==> src/rtl/qpsk_frame_ctrl_pkg.sv <==
// qpsk_frame_ctrl_pkg
//   Shared definitions for the QPSK transmit frame sequencer:
//   - QPSK_POS / QPSK_NEG : the two Q9.7 constellation levels (+90 / -90)
//   - PRBS9 width and feedback taps, plus a single-step helper
//   - frame_state_t       : sequencer state encoding
package qpsk_frame_ctrl_pkg;

  localparam logic signed [15:0] QPSK_POS = 16'sh005A;
  localparam logic signed [15:0] QPSK_NEG = 16'shFFA6;

  localparam int PRBS_W      = 9;
  localparam int PRBS_TAP_HI = 8;
  localparam int PRBS_TAP_LO = 4;

  typedef enum logic [1:0] {
    ST_IDLE  = 2'd0,
    ST_PILOT = 2'd1,
    ST_DATA  = 2'd2
  } frame_state_t;

  // One Fibonacci step of x^9 + x^5 + 1: the feedback bit is shifted in at
  // bit 0, so after a step the newly generated bit is always s[0].
  function automatic logic [PRBS_W-1:0] prbs9_step(input logic [PRBS_W-1:0] s);
    return {s[PRBS_W-2:0], s[PRBS_TAP_HI] ^ s[PRBS_TAP_LO]};
  endfunction

endpackage

==> src/rtl/qpsk_frame_ctrl_prbs9_gen.sv <==
// prbs9_gen
//   PRBS9 source that produces two bits per advance.
//   Ports:
//     clk, rst_n  : clock, asynchronous active-low reset (loads SEED)
//     load        : reload the register with SEED
//     advance     : step the register twice (consumes bit_first/bit_second)
//     bit_first   : bit produced by the first of the two pending steps
//     bit_second  : bit produced by the second of the two pending steps
module prbs9_gen
  import qpsk_frame_ctrl_pkg::*;
#(
  parameter logic [PRBS_W-1:0] SEED = 9'h1FF
) (
  input  logic clk,
  input  logic rst_n,
  input  logic load,
  input  logic advance,
  output logic bit_first,
  output logic bit_second
);

  logic [PRBS_W-1:0] lfsr;
  logic [PRBS_W-1:0] step1;
  logic [PRBS_W-1:0] step2;

  // The two upcoming bits are visible combinationally so the symbol being
  // loaded this cycle can use them; the register only moves on advance.
  always_comb begin
    step1      = prbs9_step(lfsr);
    step2      = prbs9_step(step1);
    bit_first  = step1[0];
    bit_second = step2[0];
  end

  always_ff @(posedge clk or negedge rst_n) begin
    if (!rst_n) begin
      lfsr <= SEED;
    end else if (load) begin
      lfsr <= SEED;
    end else if (advance) begin
      lfsr <= step2;
    end
  end

endmodule

==> src/rtl/qpsk_mapper.sv <==
// qpsk_mapper
//   Combinational bit-pair to QPSK symbol mapper (Q9.7).
//   Ports:
//     bit_i, bit_q : input bits for the I and Q rails
//     sym_i, sym_q : mapped symbols, bit 0 -> +90, bit 1 -> -90
module qpsk_mapper
  import qpsk_frame_ctrl_pkg::*;
(
  input  logic               bit_i,
  input  logic               bit_q,
  output logic signed [15:0] sym_i,
  output logic signed [15:0] sym_q
);

  assign sym_i = bit_i ? QPSK_NEG : QPSK_POS;
  assign sym_q = bit_q ? QPSK_NEG : QPSK_POS;

endmodule

==> src/rtl/qpsk_frame_ctrl.sv <==
// qpsk_frame_ctrl
//   Transmit-side frame sequencer: PILOT_LEN pilot symbols followed by
//   DATA_LEN PRBS9 data symbols, repeated while enable is high, presented as
//   registered QPSK symbols on a valid/ready stream.
//   Ports:
//     clk, rst_n        : clock, asynchronous active-low reset
//     start             : one-cycle pulse, begins framing when idle
//     enable            : sampled at frame end; high continues with a new frame
//     sym_I, sym_Q      : Q9.7 symbol (+/-90), valid with sym_valid
//     sym_valid         : output holds a symbol
//     sym_ready         : downstream accepts the symbol this cycle
//     sof, is_pilot, eof: first pilot / pilot / last data symbol markers
//     frame_cnt         : frames completed since start
//     busy              : sequencer active or a symbol still pending
module qpsk_frame_ctrl
  import qpsk_frame_ctrl_pkg::*;
#(
  parameter int unsigned       PILOT_LEN     = 16,
  parameter int unsigned       DATA_LEN      = 240,
  parameter logic [15:0]       PILOT_PATTERN = 16'hA5F0,
  parameter logic [PRBS_W-1:0] PRBS_SEED     = 9'h1FF
) (
  input  logic               clk,
  input  logic               rst_n,
  input  logic               start,
  input  logic               enable,
  output logic signed [15:0] sym_I,
  output logic signed [15:0] sym_Q,
  output logic               sym_valid,
  input  logic               sym_ready,
  output logic               sof,
  output logic               is_pilot,
  output logic               eof,
  output logic [15:0]        frame_cnt,
  output logic               busy
);

  localparam logic [11:0] PILOT_LAST = 12'(PILOT_LEN - 1);
  localparam logic [11:0] DATA_LAST  = 12'(DATA_LEN - 1);

  frame_state_t state, state_next, gen_state;
  logic [11:0]  sym_idx, idx_next, gen_idx;
  logic         start_ok;
  logic         load;
  logic         frame_done;
  logic [3:0]   pat_sel;
  logic         pilot_bit;
  logic         prbs_first, prbs_second, prbs_adv;
  logic         map_bit_i, map_bit_q;
  logic signed [15:0] map_i, map_q;

  // State register.
  always_ff @(posedge clk or negedge rst_n) begin
    if (!rst_n) begin
      state   <= ST_IDLE;
      sym_idx <= '0;
    end else begin
      state   <= state_next;
      sym_idx <= idx_next;
    end
  end

  // A start accepted from IDLE is treated as the PILOT/index-0 slot in the
  // same cycle, so the first pilot is registered on the start edge and the
  // stream runs without a bubble. Everything downstream keys off gen_state
  // and gen_idx, i.e. the slot whose symbol is being loaded now.
  always_comb begin
    start_ok   = (state == ST_IDLE) && !sym_valid && start;
    gen_state  = start_ok ? ST_PILOT : state;
    gen_idx    = start_ok ? 12'd0 : sym_idx;
    load       = start_ok || ((state != ST_IDLE) && (!sym_valid || sym_ready));
    state_next = state;
    idx_next   = sym_idx;
    frame_done = 1'b0;
    if (load) begin
      case (gen_state)
        ST_PILOT: begin
          if (gen_idx == PILOT_LAST) begin
            state_next = ST_DATA;
            idx_next   = 12'd0;
          end else begin
            state_next = ST_PILOT;
            idx_next   = gen_idx + 12'd1;
          end
        end
        ST_DATA: begin
          if (gen_idx == DATA_LAST) begin
            frame_done = 1'b1;
            state_next = enable ? ST_PILOT : ST_IDLE;
            idx_next   = 12'd0;
          end else begin
            idx_next = gen_idx + 12'd1;
          end
        end
        default: ;
      endcase
    end
  end

  // Pilot symbols take the pattern MSB first; data symbols take two fresh
  // PRBS bits, and the PRBS only moves when a data symbol is loaded.
  always_comb begin
    pat_sel   = 4'd15 - gen_idx[3:0];
    pilot_bit = PILOT_PATTERN[pat_sel];
    map_bit_i = (gen_state == ST_DATA) ? prbs_first  : pilot_bit;
    map_bit_q = (gen_state == ST_DATA) ? prbs_second : pilot_bit;
    prbs_adv  = load && (gen_state == ST_DATA);
  end

  prbs9_gen #(
    .SEED (PRBS_SEED)
  ) u_prbs (
    .clk        (clk),
    .rst_n      (rst_n),
    .load       (start_ok),
    .advance    (prbs_adv),
    .bit_first  (prbs_first),
    .bit_second (prbs_second)
  );

  qpsk_mapper u_mapper (
    .bit_i (map_bit_i),
    .bit_q (map_bit_q),
    .sym_i (map_i),
    .sym_q (map_q)
  );

  // Output register: loads on each accepted slot, otherwise holds. Once the
  // sequencer is idle, the last symbol stays valid until it is accepted.
  always_ff @(posedge clk or negedge rst_n) begin
    if (!rst_n) begin
      sym_I     <= '0;
      sym_Q     <= '0;
      sym_valid <= 1'b0;
      sof       <= 1'b0;
      is_pilot  <= 1'b0;
      eof       <= 1'b0;
    end else if (load) begin
      sym_I     <= map_i;
      sym_Q     <= map_q;
      sym_valid <= 1'b1;
      sof       <= (gen_state == ST_PILOT) && (gen_idx == 12'd0);
      is_pilot  <= (gen_state == ST_PILOT);
      eof       <= (gen_state == ST_DATA) && (gen_idx == DATA_LAST);
    end else if ((state == ST_IDLE) && sym_ready) begin
      sym_valid <= 1'b0;
    end
  end

  always_ff @(posedge clk or negedge rst_n) begin
    if (!rst_n) begin
      frame_cnt <= '0;
    end else if (start_ok) begin
      frame_cnt <= '0;
    end else if (frame_done) begin
      frame_cnt <= frame_cnt + 16'd1;
    end
  end

  assign busy = (state != ST_IDLE) || sym_valid;

endmodule

==> config.mk <==
export PLATFORM = sky130hd
export DESIGN_NAME = qpsk_frame_ctrl
export DESIGN_NICKNAME = d
export VERILOG_FILES = /design/src/rtl/qpsk_frame_ctrl_pkg.sv /design/src/rtl/qpsk_frame_ctrl_prbs9_gen.sv /design/src/rtl/qpsk_mapper.sv /design/src/rtl/qpsk_frame_ctrl.sv
export SDC_FILE = /design/constraint.sdc
export NUM_CORES = 1
export LEC_CHECK = 0
export CAP_MARGIN = 40
export CORE_MARGIN = 3
export CORE_UTILIZATION = 35
export DETAILED_ROUTE_END_ITERATION = 8
export PLACE_DENSITY = 0.7
export SYNTH_ARGS = -nofsm -noshare
export SYNTH_HDL_FRONTEND = slang
export SYNTH_SLANG_ARGS = --single-unit
==> constraint.sdc <==
create_clock -name clk -period 7.24 [get_ports clk]
set_clock_uncertainty 0.1 [all_clocks]
set_input_delay 0.724 -clock clk [delete_from_list [all_inputs] [get_ports clk]]
set_output_delay 0.724 -clock clk [all_outputs]
set_load 0.05 [all_outputs]
==> impl_metrics.yaml <==
worst_setup_path:
  cp-start-kind: "primary input"
  end_kind: "flip-flop"
  cp_max_fo: 23
  slowest_delay_ns: 0.87
  crit_type: "primary input to flip-flop"
  r2r_slack_ns: 3.91
  worst_ep_arrival_time_ns: 3.73
  slowest_stage: "or4b_2"
  crit_chain: "clkdlybuf4s50_1 -> or4b_2 -> and2_1 -> ha_1 -> nand3_1 -> nor3_4 -> a211oi_2 -> mux2i_1 -> a21oi_1"
  r2r-start: "state[1]"
  required_ns: 7.37
  critPathLaunch: "start"
die:
  io_pins: 58
  initial_core_util_pct: 36.9
  die_area_mm2: 0.00895
  core_mm2: 0.00745
  fp.dieH_um: 94.6
  dieWidth_um: 94.6
  rows: 31
place:
  placed_area_mm2: 0.00320
  place_congestion: 0.769
  port_buffers: 55
  detailed_place_hpwl_um: 4370
drt:
  wl_met3_um: 387
  wl_met2_um: 2700
  viasPerCell: 5.27
  drc: 0
  initialDrtViolationCount: 151
  vias: 2265
  wl_per_cell_um: 14.2
  routed.top_layer: "met4"
  postRouteAntennaNets: 0
  wl_met1_um: 2950
  routed_wl_um: 6110
  dr.pass1.iters: 4
sta:
  slew-limit-headroom_pct: 45.6
  rsz0062_at_grt: "false"
  fin_crit_sh_pct: 49.7
  max_slew.worst_pin.slew_ns: 0.811
  fmaxAchievable_mhz: 278
  setup_viol: 0
  period_needed_ns: 3.60
  hold_viol: 0
  slew_viol_final: 0
  fin_setup_tns_ns: 0
logic_synthesis:
  syn_area_mm2: 0.00275
  yosysUniqueCellTypes: 47
  avgSynthCellArea_um2: 9.00
  synth_seq_cells: 48
  synth_edf_count: 0
  ys_seq_area_share_pct: 44.1
  synthArstFlopShare_pct: 100
  syn_inst: 305
  yosysWarnings: 0
  ys.flop_type: "dfrtp_1"
cts:
  post-cts-setup-buffer-count: 0
  root_buffer: "clkbuf_8"
  cts_buffer_depth: 2
  clock_sinks: 48
  cts_buffers: 5
  htree_num_levels: 2
  cts.repair.resized: 0
  hold_buffers: 0
  cts_tree: "done"
  clock_insertion_delay_worst_skew_ns: 0.31
  clk_pin_slew_ns: 0.09
global_routing:
  grt_pass1_wl_um: 10100
  grt_pass1_vias: 2090
  grt_max_degree: 37
  grt_usage_pct: 14.3
  antenna_found_initial: 0
  overflow: 0
job:
  cap_violations: 0
run_status:
  status: "finished clean"
power:
  power.total_mw: 1.24
  irDropWorstVdd_uv: 113
  p_per_area_mw_per_mm2: 374
  p_leak_nw: 1.37
hold_path:
  hp-class: "primary input to asynchronous set/reset pin"
cells_and_area:
  final_cell_mix: "clkdlybuf4s50_1, nand2_1, dfrtp_1"
  nNetsFinal: 338
  fillers: 720
  design_area_mm2: 0.00331
  layout_commonest_cell: "clkdlybuf4s50_1"
  n_antenna_cell: 0
  drive_gt1_share_pct: 9.67
  syn_to_final_growth_pct: 20.7
## critical path, delay by kind of cell
kind	cells	cell delay, ns
compound gates	2	0.72
fa+ha+maj	1	0.23
buf+inv	1	0.50
simple gates	4	1.41
mux	1	0.14
## layer usage
metal / track usage (%) / vias up
met2: 22.2 / 83
met5: 0 / -
met1: 19.8 / 1075
met4: 4.09 / 0
met3: 3.43 / 7
li1: - / 1100
## path summary, 6_finish.rpt
path,to,cells past startpoint
max,sym_idx[10],9
min,frame_cnt[15],1
max reg2reg,sym_idx[10],8
min reg2reg,sym_I[1],1
max in group asynchronous,u_prbs.lfsr[0],2
min in group clk,sym_I[1],1
## area by class of cell
class	count	area (um^2)	share of cell area, %
multi-input cells	209	1260	37.9
flip-flops and latches	48	1210	36.6
repair buffers	58	581	17.5
well taps	99	124	3.74
clock buffers	6	93.8	2.83
inverters	8	30.0	0.906
clock inverters	2	16.3	0.491
## report_power, final
| part | internal (mW) | switching (mW) |
|---|---|---|
| Clock | 0.0902 | 0.0945 |
| Sequential | 0.340 | 0.0767 |
| Combinational | 0.212 | 0.425 |
## kinds of logic (layout without fill, tap and decap cells)
logic type	count (synthesis)	count (layout)	share of synthesized area (%)
other	1	2	0.137
AND/OR/NAND/NOR	129	129	25.0
AO/OA/AOI/OAI	57	57	12.8
XOR/XNOR	13	13	4.15
multiplexers	5	5	1.87
adder cells (fa/ha/maj)	3	3	1.37
buffers and inverters	49	74	10.5
flip-flops	48	48	44.1
## sequential cells by signal, indices dropped and copies added (netlist names)
signal / count
sym_idx: 12
sym_I: 3
eof: 1
u_prbs.lfsr: 9
state: 2
sym_valid: 1
is_pilot: 1
sof: 1
frame_cnt: 16
sym_Q: 2
## through the flow
| stage | hold WS (ns) | utilization, % | setup WS [ns] | std cells |
|---|---|---|---|---|
| global route | 0.198 | 44.5 | 3.48 | 430 |
| detailed placement | 0.375 | 43.0 | 3.32 | 422 |
| global placement | 0.372 | 42.7 | 3.41 | 420 |
| CTS | 0.194 | 44.5 | 3.67 | 430 |
| finish | 0.195 | 44.5 | 3.64 | 430 |
| floorplan | 0.328 | - | 3.96 | 306 |
## Yosys cell counts, types with 9 or more instances
library cell  count  area, um^2
a21oi_1          18        90.1
buf_4            27         203
clkbuf_1         10        37.5
dfrtp_1          39         976
dfstp_2           9         236
nand2_1          42         158
nand3_1          17        85.1
nor2_1           17        63.8
o21ai_0          16        80.1
xnor2_1          12         105
Power figures use the tool's default switching activity.
